File: config.mk
export PLATFORM = sky130hd
export DESIGN_NAME = logic_op_arbiter
export DESIGN_NICKNAME = d
export VERILOG_FILES = /design/src/rtl/logic_op_pkg.sv /design/src/rtl/logic_unit.sv /design/src/rtl/logic_op_arbiter.sv
export SDC_FILE = /design/constraint.sdc
export NUM_CORES = 1
export LEC_CHECK = 0
export BUFFER_PORTS_ARGS = -buffer_cell sky130_fd_sc_hd__buf_2
export CAP_MARGIN = 20
export CORE_MARGIN = 2
export CORE_UTILIZATION = 35
export CTS_CLUSTER_DIAMETER = 100
export CTS_CLUSTER_SIZE = 30
export DETAILED_ROUTE_END_ITERATION = 8
export PLACE_DENSITY_LB_ADDON = 0.05
export SETUP_SLACK_MARGIN = 0.4
export SLEW_MARGIN = 10
export SYNTH_ARGS = -nofsm -noshare
export SYNTH_HDL_FRONTEND = slang
export SYNTH_SLANG_ARGS = --single-unit
File: constraint.sdc
create_clock -name clk -period 3.91 [get_ports clk]
set_clock_uncertainty 0.1 [all_clocks]
set_input_delay 0.1955 -clock clk [delete_from_list [all_inputs] [get_ports clk]]
set_output_delay 0.1955 -clock clk [all_outputs]
set_load 0.005 [all_outputs]
File: src/rtl/logic_op_pkg.sv
// Shared opcode encodings and FSM state type for the logic-op arbiter.
package logic_op_pkg;

    localparam int OP_W = 3;

    localparam logic [OP_W-1:0] OP_AND  = 3'd0;
    localparam logic [OP_W-1:0] OP_OR   = 3'd1;
    localparam logic [OP_W-1:0] OP_NOT  = 3'd2;
    localparam logic [OP_W-1:0] OP_NAND = 3'd3;
    localparam logic [OP_W-1:0] OP_NOR  = 3'd4;
    localparam logic [OP_W-1:0] OP_XOR  = 3'd5;
    localparam logic [OP_W-1:0] OP_XNOR = 3'd6;
    localparam logic [OP_W-1:0] OP_RSVD = 3'd7;

    typedef enum logic {
        ST_IDLE,
        ST_RESP
    } state_t;

endpackage

File: src/rtl/logic_unit.sv
// Combinational WIDTH-bit bitwise logic unit; reserved opcode yields zero and flags err.
module logic_unit
    import logic_op_pkg::*;
#(
    parameter int WIDTH = 8
) (
    input  logic [OP_W-1:0]  i_op,
    input  logic [WIDTH-1:0] i_a,
    input  logic [WIDTH-1:0] i_b,
    output logic [WIDTH-1:0] o_y,
    output logic             o_err
);

    always_comb begin
        o_y   = '0;
        o_err = 1'b0;
        case (i_op)
            OP_AND:  o_y = i_a & i_b;
            OP_OR:   o_y = i_a | i_b;
            OP_NOT:  o_y = ~i_a;
            OP_NAND: o_y = ~(i_a & i_b);
            OP_NOR:  o_y = ~(i_a | i_b);
            OP_XOR:  o_y = i_a ^ i_b;
            OP_XNOR: o_y = ~(i_a ^ i_b);
            default: o_err = 1'b1;
        endcase
    end

endmodule

File: src/rtl/logic_op_arbiter.sv
// Round-robin arbiter sharing one logic unit among NUM_REQ requesters,
// with a single registered, ID-tagged response channel.
module logic_op_arbiter
    import logic_op_pkg::*;
#(
    parameter int NUM_REQ = 4,
    parameter int WIDTH   = 8,
    localparam int IDW    = $clog2(NUM_REQ)
) (
    input  logic                       clk,
    input  logic                       rst_n,
    input  logic [NUM_REQ-1:0]         req_valid,
    output logic [NUM_REQ-1:0]         req_ready,
    input  logic [NUM_REQ*OP_W-1:0]    req_op,
    input  logic [NUM_REQ*WIDTH-1:0]   req_a,
    input  logic [NUM_REQ*WIDTH-1:0]   req_b,
    output logic                       rsp_valid,
    input  logic                       rsp_ready,
    output logic [WIDTH-1:0]           rsp_data,
    output logic [IDW-1:0]             rsp_id,
    output logic                       rsp_err,
    output logic                       busy
);

    state_t             r_state;
    logic [IDW-1:0]     r_ptr;
    logic [WIDTH-1:0]   r_data;
    logic [IDW-1:0]     r_id;
    logic               r_err;

    logic               w_acc;
    logic               w_xfer;
    logic [NUM_REQ-1:0] w_gnt;
    logic [IDW-1:0]     w_gidx;
    logic [OP_W-1:0]    w_op;
    logic [WIDTH-1:0]   w_a;
    logic [WIDTH-1:0]   w_b;
    logic [WIDTH-1:0]   w_y;
    logic               w_err;

    // One-hot pick of the first valid index scanning circularly from ptr+1.
    function automatic logic [NUM_REQ-1:0] rr_pick(input logic [NUM_REQ-1:0] v,
                                                   input logic [IDW-1:0] ptr);
        int idx;
        rr_pick = '0;
        for (int k = 1; k <= NUM_REQ; k++) begin
            idx = (int'(ptr) + k) % NUM_REQ;
            if (rr_pick == '0 && v[idx])
                rr_pick[idx] = 1'b1;
        end
    endfunction

    // rst_n gating keeps req_ready low throughout reset even though IDLE accepts.
    assign w_acc     = rst_n & ((r_state == ST_IDLE) | rsp_ready);
    assign w_gnt     = rr_pick(req_valid, r_ptr);
    assign req_ready = w_acc ? w_gnt : '0;
    assign w_xfer    = |req_ready;

    always_comb begin
        w_gidx = '0;
        w_op   = '0;
        w_a    = '0;
        w_b    = '0;
        for (int k = 0; k < NUM_REQ; k++) begin
            if (w_gnt[k]) begin
                w_gidx = IDW'(k);
                w_op   = req_op[k*OP_W +: OP_W];
                w_a    = req_a[k*WIDTH +: WIDTH];
                w_b    = req_b[k*WIDTH +: WIDTH];
            end
        end
    end

    logic_unit #(.WIDTH(WIDTH)) u_lu (
        .i_op  (w_op),
        .i_a   (w_a),
        .i_b   (w_b),
        .o_y   (w_y),
        .o_err (w_err)
    );

    always_ff @(posedge clk or negedge rst_n) begin
        if (!rst_n) begin
            r_state <= ST_IDLE;
            r_ptr   <= IDW'(NUM_REQ - 1);
            r_data  <= '0;
            r_id    <= '0;
            r_err   <= 1'b0;
        end else if (w_xfer) begin
            r_state <= ST_RESP;
            r_ptr   <= w_gidx;
            r_data  <= w_y;
            r_id    <= w_gidx;
            r_err   <= w_err;
        end else if (r_state == ST_RESP && rsp_ready) begin
            r_state <= ST_IDLE;
        end
    end

    assign rsp_valid = (r_state == ST_RESP);
    assign busy      = (r_state == ST_RESP);
    assign rsp_data  = r_data;
    assign rsp_id    = r_id;
    assign rsp_err   = r_err;

endmodule

==> impl_summary.txt, run 1 <==
----------------------------------------------------
[Worst setup path]
  Buf+Inv Stages, Crit Path ... 4
  Most used cell, CP ... sky130_fd_sc_hd__buf_4
  Nature of the critical path startpoint ... register
  Endpoint arrival time on the critical path ... 3.98 ns
  Slowest CP cell ... sky130_fd_sc_hd__dfstp_2
  Worst EP required ... 3.95 ns
  Critical path, cell by cell ... inv_4, ha_4, mux4_2, a21boi_4, nand3_1, o21ai_4, buf_4, a31oi_4, buf_4, a221oi_2, buf_4, ha_4, o211ai_1, o32ai_2, a211o_1
  Top fanout value on the critical path ... 10
  Gate family responsible for the most delay along the worst path ... compound AO/OA/AOI/OAI gates
  Slowest stage delay, CP ... 0.59 ns
  Endpoint kind of the worst setup timing path ... register
  WS Path Type ... reg2reg

[Synthesis]
  Post-Syn Instances ... 320
  Post-Syn Nets ... 427
  Predominant post-synthesis flop cell ... sky130_fd_sc_hd__dfrtp_1
  Number of enable-type register cells in the synthesized netlist ... 0
  Yosys warnings ... 0
  Total of flip-flops plus latches after synthesis ... 14
  Netlist area before placement ... 0.00257 mm2
  Ys async rst share ... 100%
  Count of different cell masters after synthesis ... 64
  Mean post-synth cell area ... 8.04 um2
  Portion of the post-synthesis area used by sequential elements ... 13.7%

[Global routing]
  Total congestion overflow after global routing ... 0
  Tot GR Track Use ... 23.6%
  Number of antenna violations at the first check in global routing ... 0
  First-pass GRT wire length ... 15700 um
  Pin count of the biggest net entering global routing ... 19
  Via count of the first global-routing pass ... 3238

[Floorplan]
  Number of standard-cell rows in the floorplan ... 31
  Effective utilization at floorplan ... 35.9%
  Area of the die ... 0.00806 mm2
  Boundary pin count ... 100
  DIE HEIGHT ... 89.8 um
  Area of the core region ... 0.00718 mm2
  Die width ... 89.8 um

[Clock network]
  CTS clk-pin slew, worst paths ... 0.07 ns
  Total number of clock tree sinks ... 14
  CTS tree ... yes
  Clock latency at the later pin of the worst-skew pair ... 0.25 ns
  CTS Root Cell ... sky130_fd_sc_hd__clkbuf_8
  CTS Buffer Depth ... 2
  H-tree level count ... 1
  Inserted Clock Buffers ... 3

[Timing]
  Pins Over Slew Limit ... 0
  Time the final worst path needs with I/O delays and setup ... 3.93 ns
  Worst slew pin tran ... 0.490 ns
  Fin worst setup slack ... -0.0250 ns
  Tightest hold margin ... 0.112 ns
  RSZ-0062 raised after global routing ... yes
  Final period util ... 101%
  Setup violations, final ... 1
  Max_slew headroom ... 67.3%
  Fmax achieved ... 254 MHz
  Final hold viol count ... 0

[Place]
  Placed wire-length estimate ... 7320 um
  # placed instances ... 561
  Count of input and output buffers ... 99
  Post-placement setup slack ... -0.184 ns
  Final Wtd Congestion ... 0.882

[Layout]
  Multi-input gate area in the final layout ... 0.00251 mm2
  Count of non-filler cells in the finished layout ... 593
  Area taken by flip-flops and latches ... 353 um2
  Filler Cells Inserted ... 676
  Area Growth Syn to Fin ... 69.4%
  Number of antenna diodes ... 0
  Fraction of layout instances using a drive strength above 1 ... 55.5%
  Final layout net count ... 602

[Hold path]
  Worst min-delay path class ... in2reg

[Outcome]
  Violated checks ... negative setup slack
  Result of the run ... finished with violations

[Run]
  Maximum capacitance violations ... 0

[Detailed routing]
  DRC errors left ... 0
  Initial detailed-routing violation count ... 64
  Final wirelength ... 9970 um
  WL met2 ... 5250 um
  Via density per instance ... 5.39
  Number of optimization iterations in the first detailed-route pass ... 4
  Post-Route M1 WL ... 4140 um
  Highest routed layer ... met4
  Via count ... 3197
  Detail-routed net length per standard cell ... 16.8 um
  Met3 wirelength from detailed routing ... 407 um
  Antenna viol nets, final ... 0

----------------------------------------------------
==> cells in the mapped netlist, types with 8 or more instances <==
cell	count	area, um2
sky130_fd_sc_hd__nand2_1	45	169
sky130_fd_sc_hd__inv_1	25	93.8
sky130_fd_sc_hd__ha_1	24	300
sky130_fd_sc_hd__mux2i_1	14	140
sky130_fd_sc_hd__nor2_1	13	48.8
sky130_fd_sc_hd__dfrtp_1	12	300
sky130_fd_sc_hd__a211o_1	11	96.3
sky130_fd_sc_hd__o21ai_0	11	55.1
sky130_fd_sc_hd__clkbuf_1	10	37.5
sky130_fd_sc_hd__nand3_1	10	50.1
sky130_fd_sc_hd__o211ai_1	9	67.6
sky130_fd_sc_hd__a21oi_1	8	40.0
sky130_fd_sc_hd__a221oi_1	8	70.1
sky130_fd_sc_hd__and2_1	8	50.1
sky130_fd_sc_hd__and3_1	8	50.1
sky130_fd_sc_hd__nand2b_1	8	50.1
sky130_fd_sc_hd__nor3_1	8	40.0
==> state kept, by name, summed over array words and instances, names as in the netlist <==
signal,flops
r_ptr,2
rsp_err,1
rsp_id,2
rsp_data,8
busy,1
==> cell families after synthesis <==
logic type	count (synthesis)	synth area share [%]
compound gates	104	34.6
fa+ha+maj	24	11.7
buf+inv	41	7.34
flops	14	13.7
mux	21	10.3
simple gates	116	22.4
==> path summary, 6_finish.rpt <==
check	from	endpoint	slack [ns]	depth (start not counted)
max reg2reg	r_ptr[0]$_DFFE_PN1P_	rsp_data[4]$_DFFE_PN0P_	-0.02	15
min	rsp_ready	busy$_DFFE_PN0P_	0.11	3
max	r_ptr[0]$_DFFE_PN1P_	rsp_data[4]$_DFFE_PN0P_	-0.02	15
max in group asynchronous	rst_n	r_ptr[1]$_DFFE_PN1P_	3.08	2
min reg2reg	rsp_data[3]$_DFFE_PN0P_	rsp_data[3]$_DFFE_PN0P_	0.38	1
min in group asynchronous	rst_n	rsp_data[5]$_DFFE_PN0P_	0.31	2
==> per-layer routing <==
metal  up-vias  GRT usage (%)
li1       1570              -
met1      1533           29.2
met5         -              0
met4         0           5.38
met3        13           3.02
met2        81           43.7
==> placed cells by master (no fill, tap or decap), types with 9 or more instances in the layout <==
cell                       netlist  layout
sky130_fd_sc_hd__a211o_1        11      10
sky130_fd_sc_hd__buf_2           1      99
sky130_fd_sc_hd__buf_4           1      69
sky130_fd_sc_hd__buf_6           4      11
sky130_fd_sc_hd__dfrtp_1        12      12
sky130_fd_sc_hd__ha_1           24      13
sky130_fd_sc_hd__inv_1          25      22
sky130_fd_sc_hd__mux2i_1        14      10
sky130_fd_sc_hd__nand2_1        45      41
sky130_fd_sc_hd__nor2_1         13      13
sky130_fd_sc_hd__o211ai_1        9       9
==> per-stage QoR <==
step / util (%) / setup TNS (ns) / instance area (um2)
floorplan: - / -0.875 / 2630
global placement: 50.2 / -0.349 / 3600
detailed placement: 50.2 / -0.874 / 3600
CTS: 57.4 / 0 / 4120
global route: 60.8 / -1.13 / 4360
finish: 60.8 / -0.0250 / 4360
==> cell type report <==
type                       count  area share (%)
tap                           99            2.84
timing repair buffer         184            28.1
inverter                      25            2.21
multi-input combinational    267            57.7
sequential                    14            8.09
clock buffer                   4            1.03
==> timing repair <==
action	4_1_cts	5_1_grt
pin swaps	46	26
hold buffers	1	0
gates resized for setup	51	31
setup endpoints to repair	9	9
setup buffers	18	7
gates cloned	2	0
hold endpoints to repair	12	0
==> worst reg2reg max path, stage by stage, from the launching register on <==
cell	delay (ns)
sky130_fd_sc_hd__dfstp_2	0.59
sky130_fd_sc_hd__inv_4	0.07
sky130_fd_sc_hd__ha_4	0.29
sky130_fd_sc_hd__mux4_2	0.53
sky130_fd_sc_hd__a21boi_4	0.18
sky130_fd_sc_hd__nand3_1	0.15
sky130_fd_sc_hd__o21ai_4	0.09
sky130_fd_sc_hd__buf_4	0.17
sky130_fd_sc_hd__a31oi_4	0.28
sky130_fd_sc_hd__buf_4	0.32
sky130_fd_sc_hd__a221oi_2	0.10
sky130_fd_sc_hd__buf_4	0.16
sky130_fd_sc_hd__ha_4	0.24
sky130_fd_sc_hd__o211ai_1	0.19
sky130_fd_sc_hd__o32ai_2	0.11
sky130_fd_sc_hd__a211o_1	0.27
Power of run 1 is left out: the tool's default activity adds up to more than one toggle a clock period on the data nets, which glitch-free logic cannot reach.
==> run 2: changes to the inputs <==
--- a/config.mk
+++ b/config.mk
@@ -5,13 +5,13 @@
 export SDC_FILE = /design/constraint.sdc
 export NUM_CORES = 1
 export LEC_CHECK = 0
-export BUFFER_PORTS_ARGS = -buffer_cell sky130_fd_sc_hd__buf_2
 export CAP_MARGIN = 20
 export CORE_MARGIN = 2
-export CORE_UTILIZATION = 35
+export CORE_UTILIZATION = 59
 export CTS_CLUSTER_DIAMETER = 100
 export CTS_CLUSTER_SIZE = 30
 export DETAILED_ROUTE_END_ITERATION = 8
+export DONT_BUFFER_PORTS = 1
 export PLACE_DENSITY_LB_ADDON = 0.05
 export SETUP_SLACK_MARGIN = 0.4
 export SLEW_MARGIN = 10
==> constraint.sdc (replaced) <==
create_clock -name clk -period 3.91 [get_ports clk]
set_clock_uncertainty 0.1 [all_clocks]
set_input_delay 0 -clock clk [delete_from_list [all_inputs] [get_ports clk]]
set_output_delay 0 -clock clk [all_outputs]
set_load 0.005 [all_outputs]
==> run 2 against run 1 <==
  * The flow still finishes with violations (negative setup slack)
  * Utilization is 27 points higher
  * Hold slack gained 0.030 ns
  * Via count increased by 1.1%
  * Setup slack lost 0.19 ns
  * Cell area is 14% lower
  * Flip-flop and latch count unchanged
  * Register-to-register slack lost 0.19 ns
  * Die area decreased by 39%
  * Maximum frequency down 4.7%
  * Sequential share of layout area up 1.3 points
==> impl_summary.txt, run 2 (synthesis results as in run 1) <==
----------------------------------------------------
[Outcome]
  Result of the run ... finished with violations (unchanged)
  Violated checks ... negative setup slack (unchanged)

[Floorplan]
  Area of the die ... 0.00491 mm2 (was 0.00806 mm2)
  DIE HEIGHT ... 70.0 um (was 89.8 um)
  Effective utilization at floorplan ... 60.4% (was 35.9%)
  Area of the core region ... 0.00426 mm2 (was 0.00718 mm2)
  Die width ... 70.0 um (was 89.8 um)
  Boundary pin count ... 100 (unchanged)
  Number of standard-cell rows in the floorplan ... 24 (was 31)

[Timing]
  Time the final worst path needs with I/O delays and setup ... 4.13 ns (was 3.93 ns)
  Fin worst setup slack ... -0.218 ns (was -0.0250 ns)
  Final period util ... 106% (was 101%)
  Final hold viol count ... 0 (unchanged)
  Fmax achieved ... 242 MHz (was 254 MHz)
  Worst slew pin tran ... 0.714 ns (was 0.490 ns)
  RSZ-0062 raised after global routing ... yes (unchanged)
  Max_slew headroom ... 52.2% (was 67.3%)
  Pins Over Slew Limit ... 0 (unchanged)
  Setup violations, final ... 8 (was 1)

[Global routing]
  First-pass GRT wire length ... 14100 um (was 15700 um)
  Pin count of the biggest net entering global routing ... 20 (was 19)
  Tot GR Track Use ... 35.7% (was 23.6%)
  Via count of the first global-routing pass ... 3074 (was 3238)
  Number of antenna violations at the first check in global routing ... 0 (unchanged)
  Total congestion overflow after global routing ... 0 (unchanged)

[Worst setup path]
  Endpoint kind of the worst setup timing path ... register (unchanged)
  WS Path Type ... reg2reg (unchanged)
  Nature of the critical path startpoint ... register (unchanged)
  Worst EP required ... 3.98 ns (was 3.95 ns)
  Endpoint arrival time on the critical path ... 4.20 ns (was 3.98 ns)
  Worst setup path startpoint ... r_ptr[0]$_DFFE_PN1P_ (unchanged)
  Top fanout value on the critical path ... 6 (was 10)
  Worst reg2reg startpoint ... r_ptr[0]$_DFFE_PN1P_ (unchanged)

[Layout]
  Area taken by flip-flops and latches ... 353 um2 (unchanged)
  Most common library cell in the layout ignoring fill and taps ... sky130_fd_sc_hd__buf_4 (was sky130_fd_sc_hd__buf_2)
  Most frequent cells in the layout ... sky130_fd_sc_hd__buf_4, sky130_fd_sc_hd__nand2_1, sky130_fd_sc_hd__inv_1 (was sky130_fd_sc_hd__buf_2, sky130_fd_sc_hd__buf_4, sky130_fd_sc_hd__nand2_1)
  Final layout net count ... 503 (was 602)
  Fraction of layout instances using a drive strength above 1 ... 44.8% (was 55.5%)
  Flip-flop count of the largest register after layout ... 8 (unchanged)
  Final instance area ... 0.00376 mm2 (was 0.00436 mm2)
  Number of antenna diodes ... 0 (unchanged)
  Filler Cells Inserted ... 200 (was 676)
  Multi-input gate area in the final layout ... 0.00245 mm2 (was 0.00251 mm2)
  Area Growth Syn to Fin ... 45.9% (was 69.4%)

[Detailed routing]
  Antenna viol nets, final ... 0 (unchanged)
  Via count ... 3231 (was 3197)
  Via density per instance ... 7.23 (was 5.39)
  Final wirelength ... 10400 um (was 9970 um)
  DRC errors left ... 0 (unchanged)
  Initial detailed-routing violation count ... 386 (was 64)
  Detail-routed net length per standard cell ... 23.3 um (was 16.8 um)
  Number of optimization iterations in the first detailed-route pass ... 7 (was 4)

[Clock network]
  CTS clk-pin slew, worst paths ... 0.06 ns (was 0.07 ns)
  CTS Buffer Depth ... 2 (unchanged)
  Total number of clock tree sinks ... 14 (unchanged)
  Clock latency at the later pin of the worst-skew pair ... 0.25 ns (about the same)
  Inserted Clock Buffers ... 3 (unchanged)
  H-tree level count ... 1 (unchanged)
  CTS tree ... yes (unchanged)
  CTS Root Cell ... sky130_fd_sc_hd__clkbuf_8 (unchanged)

[Place]
  Final Wtd Congestion ... 0.933 (was 0.882)
  Count of input and output buffers ... 0 (was 99)
  Post-detailed-placement cell area ... 0.00302 mm2 (was 0.00360 mm2)
  Placed wire-length estimate ... 6230 um (was 7320 um)
  Post-placement setup slack ... -0.147 ns (was -0.184 ns)

[Hold path]
  Worst min-delay path class ... in2async (was in2reg)

[Run]
  Maximum capacitance violations ... 0 (unchanged)

----------------------------------------------------
## run 2: critical path, stage by stage (launching register included)
cell and delay [ns]:
sky130_fd_sc_hd__dfstp_2 0.61, sky130_fd_sc_hd__inv_4 0.07, sky130_fd_sc_hd__ha_2 0.19, sky130_fd_sc_hd__or4_4 0.51
sky130_fd_sc_hd__a21boi_4 0.18, sky130_fd_sc_hd__buf_6 0.12, sky130_fd_sc_hd__buf_6 0.10, sky130_fd_sc_hd__nand2_2 0.04
sky130_fd_sc_hd__and3_4 0.17, sky130_fd_sc_hd__a2111oi_4 0.42, sky130_fd_sc_hd__buf_4 0.22, sky130_fd_sc_hd__buf_4 0.11
sky130_fd_sc_hd__a22o_1 0.17, sky130_fd_sc_hd__a211o_1 0.17, sky130_fd_sc_hd__inv_2 0.06, sky130_fd_sc_hd__ha_4 0.22
sky130_fd_sc_hd__mux2i_1 0.23, sky130_fd_sc_hd__o22ai_1 0.13, sky130_fd_sc_hd__nor3_1 0.20
## run 2: path summary, 6_finish.rpt
path	slack, ns	endpoint	cells after the start
worst max-delay path	-0.22	rsp_data[0]$_DFFE_PN0P_	18
worst min-delay path	0.14	rsp_data[7]$_DFFE_PN0P_	1
worst max register to register	-0.22	rsp_data[0]$_DFFE_PN0P_	18
worst min register to register	0.41	rsp_data[4]$_DFFE_PN0P_	1
max in group asynchronous	3.12	rsp_id[1]$_DFFE_PN0P_	1
min in group clk	0.18	rsp_err$_DFFE_PN0P_	4
## run 2: cell type report
class                      instances  area share, %
tap                               52           1.73
clock buffer                       4           1.47
inverter                          25           2.56
multi-input combinational        266           65.3
sequential                        14           9.39
timing repair buffer              86           19.6
## run 2: timing repair
action | 4_1_cts | 5_1_grt
endpoints found under the hold margin | 15 | 0
pin swaps | 32 | 12
gates resized for setup | 55 | 35
cloned | 2 | 0
hold buffers | 2 | 0
setup buffers | 22 | 7
setup endpoints to repair | 9 | 9
## run 2: through the flow
step,utilization (%),setup TNS (ns),hold slack [ns],cells
global route,88.1,-1.70,0.192,447
detailed placement,70.8,-0.856,-0.395,410
finish,88.1,-0.668,0.142,447
floorplan,-,-0.875,-0.396,320
CTS,82.7,-0.0104,0.148,440
global placement,70.8,-0.412,-0.395,410
## run 2: metal layers
layer / track usage (%) / share of wire, %
met5: 0 / 0
met4: 21.4 / 7.1
met3: 6.64 / 9.6
met2: 62.2 / 49
met1: 40.3 / 34
Power of run 2 is left out for the same reason.
==> run 3: changes to the inputs <==
--- a/config.mk
+++ b/config.mk
@@ -12,7 +12,7 @@
 export CTS_CLUSTER_SIZE = 30
 export DETAILED_ROUTE_END_ITERATION = 8
 export DONT_BUFFER_PORTS = 1
-export PLACE_DENSITY_LB_ADDON = 0.05
+export PLACE_DENSITY = 0.88
 export SETUP_SLACK_MARGIN = 0.4
 export SLEW_MARGIN = 10
 export SYNTH_ARGS = -nofsm -noshare
==> run 3 against run 2 <==
  * The flow still finishes with violations (negative setup slack)
  * Largest cell class unchanged
  * First-iteration DRC count fell by 12%
  * Critical path type unchanged
  * Register-to-register slack improved by 0.05 ns
  * Non-clock buffer count fell by 24
  * Hold slack got worse by 0.012 ns
  * Cell count fell by 5.4%
  * Global-route usage rose by 0.32 points
==> impl_summary.txt, run 3 (synthesis results as in run 1) <==
----------------------------------------------------
[Worst setup path]
  Cell count along the critical path ... 15 (was 18)
  Nature of the critical path startpoint ... register (unchanged)
  Slowest stage delay, CP ... 0.59 ns (was 0.61 ns)
  Worst reg2reg startpoint ... r_ptr[0]$_DFFE_PN1P_ (unchanged)
  Number of cells traversed by the worst register-to-register path ... 15 (was 18)
  R2r setup slk ... -0.17 ns (was -0.22 ns)
  Gate family responsible for the most delay along the worst path ... compound AO/OA/AOI/OAI gates (unchanged)
  Most used cell, CP ... sky130_fd_sc_hd__buf_4
  Buf+Inv Stages, Crit Path ... 4 (was 6)
  Worst EP required ... 3.98 ns (about the same)
  WS Path Type ... reg2reg (unchanged)
  Critical path, cell by cell ... buf_4, mux4_2, a21boi_4, buf_4, a21oi_2, nand2_1, a2111oi_4, buf_12, a22o_1, a211o_1, inv_1, ha_1, mux2i_1, o22ai_1, nor3_1 (was inv_4, ha_2, or4_4, a21boi_4, buf_6, buf_6, nand2_2, and3_4, a2111oi_4, buf_4, buf_4, a22o_1, a211o_1, inv_2, ha_4, mux2i_1, o22ai_1, nor3_1)
  Slowest CP cell ... sky130_fd_sc_hd__dfstp_2 (unchanged)
  End point of the critical path ... rsp_data[7]$_DFFE_PN0P_ (was rsp_data[0]$_DFFE_PN0P_)
  Endpoint arrival time on the critical path ... 4.14 ns (was 4.20 ns)
  Endpoint kind of the worst setup timing path ... register (unchanged)
  Worst setup path startpoint ... r_ptr[0]$_DFFE_PN1P_ (unchanged)
  Worst reg2reg endpoint ... rsp_data[7]$_DFFE_PN0P_ (was rsp_data[0]$_DFFE_PN0P_)
  Top fanout value on the critical path ... 9 (was 6)

[Place]
  Placed wire-length estimate ... 6230 um (about the same)
  Post-placement setup slack ... -0.234 ns (was -0.147 ns)
  Count of input and output buffers ... 0 (unchanged)
  # placed instances ... 390 (was 410)
  Post-detailed-placement cell area ... 0.00287 mm2 (was 0.00302 mm2)
  Final Wtd Congestion ... 0.958 (was 0.933)

[Floorplan]
  DIE HEIGHT ... 70.0 um (unchanged)
  Die width ... 70.0 um (unchanged)
  Effective utilization at floorplan ... 60.4% (unchanged)
  Area of the core region ... 0.00426 mm2 (unchanged)
  Area of the die ... 0.00491 mm2 (unchanged)
  Boundary pin count ... 100 (unchanged)
  Number of standard-cell rows in the floorplan ... 24 (unchanged)

[Layout]
  Most frequent cells in the layout ... sky130_fd_sc_hd__buf_4, sky130_fd_sc_hd__nand2_1, sky130_fd_sc_hd__inv_1 (unchanged)
  Final layout net count ... 479 (was 503)
  Most common library cell in the layout ignoring fill and taps ... sky130_fd_sc_hd__buf_4 (unchanged)
  Count of non-filler cells in the finished layout ... 423 (was 447)
  Area Growth Syn to Fin ... 34.0% (was 45.9%)
  Flip-flop count of the largest register after layout ... 8 (unchanged)
  Number of antenna diodes ... 0 (unchanged)
  Fraction of layout instances using a drive strength above 1 ... 37.7% (was 44.8%)
  Final instance area ... 0.00345 mm2 (was 0.00376 mm2)

[Timing]
  Time the final worst path needs with I/O delays and setup ... 4.08 ns (was 4.13 ns)
  Setup violations, final ... 8 (unchanged)
  Final period util ... 104% (was 106%)
  Final hold viol count ... 0 (unchanged)
  Pins Over Slew Limit ... 0 (unchanged)
  Max_slew headroom ... 50.2% (was 52.2%)
  Fin worst setup slack ... -0.168 ns (was -0.218 ns)
  Fmax achieved ... 245 MHz (was 242 MHz)
  Worst slew pin tran ... 0.745 ns (was 0.714 ns)
  Tightest hold margin ... 0.130 ns (was 0.142 ns)
  RSZ-0062 raised after global routing ... yes (unchanged)

[Detailed routing]
  DRC errors left ... 0 (unchanged)
  Number of optimization iterations in the first detailed-route pass ... 5 (was 7)
  Initial detailed-routing violation count ... 340 (was 386)
  Antenna viol nets, final ... 0 (unchanged)
  Via density per instance ... 7.35 (was 7.23)
  Detail-routed net length per standard cell ... 23.0 um (was 23.3 um)
  Via count ... 3111 (was 3231)
  Final wirelength ... 9740 um (was 10400 um)

[Clock network]
  CTS Buffer Depth ... 2 (unchanged)
  CTS tree ... yes (unchanged)
  Total number of clock tree sinks ... 14 (unchanged)
  CTS Root Cell ... sky130_fd_sc_hd__clkbuf_8 (unchanged)
  Clock latency at the later pin of the worst-skew pair ... 0.25 ns (about the same)
  H-tree level count ... 1 (unchanged)
  CTS clk-pin slew, worst paths ... 0.06 ns (about the same)
  Inserted Clock Buffers ... 3 (unchanged)

[Outcome]
  Result of the run ... finished with violations (unchanged)
  Violated checks ... negative setup slack (unchanged)

[Run]
  Maximum capacitance violations ... 0 (unchanged)

[Global routing]
  Number of antenna violations at the first check in global routing ... 1 (was 0)
  Total congestion overflow after global routing ... 0 (unchanged)
  Pin count of the biggest net entering global routing ... 19 (was 20)
  Via count of the first global-routing pass ... 3016 (was 3074)
  First-pass GRT wire length ... 14200 um (was 14100 um)
  Tot GR Track Use ... 36.1% (was 35.7%)

[Hold path]
  Worst min-delay path class ... in2out (was in2async)

----------------------------------------------------
## run 3: cell types whose count changed in the layout (fill, tap and decap cells not counted), sizes merged
cell | previous run | this run
a31o | 1 | 2
buf | 84 | 60
mux4 | 5 | 4
## run 3: worst register-to-register path, cell delays in order, from the launching register on
cell and delay, ns:
sky130_fd_sc_hd__dfstp_2 0.59, sky130_fd_sc_hd__buf_4 0.18, sky130_fd_sc_hd__mux4_2 0.53, sky130_fd_sc_hd__a21boi_4 0.19, sky130_fd_sc_hd__buf_4 0.15, sky130_fd_sc_hd__a21oi_2 0.23
sky130_fd_sc_hd__nand2_1 0.15, sky130_fd_sc_hd__a2111oi_4 0.40, sky130_fd_sc_hd__buf_12 0.19, sky130_fd_sc_hd__a22o_1 0.15, sky130_fd_sc_hd__a211o_1 0.20, sky130_fd_sc_hd__inv_1 0.07
sky130_fd_sc_hd__ha_1 0.32, sky130_fd_sc_hd__mux2i_1 0.22, sky130_fd_sc_hd__o22ai_1 0.13, sky130_fd_sc_hd__nor3_1 0.20
## run 3: how the worst min path moves through the flow
stage	startpoint	endpoint	slack, ns	cells after the start
floorplan	rst_n	busy$_DFFE_PN0P_	-0.40	0
global placement	rst_n	rsp_data[5]$_DFFE_PN0P_	-0.40	0
detailed placement	rst_n	rsp_data[6]$_DFFE_PN0P_	-0.40	0
CTS	rst_n	req_ready[1]	0.12	2
global route	rst_n	req_ready[1]	0.18	2
finish	rst_n	req_ready[1]	0.13	2
## run 3: area by class of cell
| class | count | area, um2 |
|---|---|---|
| multi-input cells | 266 | 2350 |
| fillers | 239 | 816 |
| repair buffers | 62 | 531 |
| flip-flops and latches | 14 | 353 |
| inverters | 25 | 96.3 |
| well taps | 52 | 65.1 |
| clock buffers | 4 | 55.1 |
## run 3: timing repair
| action | in CTS | in global routing |
|---|---|---|
| hold endpoints to repair | 15 | 0 |
| pin swaps | 14 | 16 |
| cloned | 0 | 1 |
| endpoints found under the setup margin | 9 | 9 |
| hold buffers | 2 | 0 |
| buffers inserted | 14 | 12 |
| resized for setup | 39 | 20 |
## run 3: routing by layer
layer,GRT usage [%],up-vias,part of all wire (%)
met5,0,-,0.16
met4,19.2,2,5.1
met3,8.66,70,9.2
met2,64.8,274,50
met1,38.8,1441,35
li1,-,1324,-
## run 3: stage by stage
step           setup TNS [ns]  util (%)
2_1_floorplan          -0.875         -
3_3_place_gp           -0.310      67.3
3_5_place_dp            -1.11      67.3
4_1_cts                     0      76.6
5_1_grt                 -1.87      80.9
6_report               -0.749      80.9
Power of run 3 is left out for the same reason.
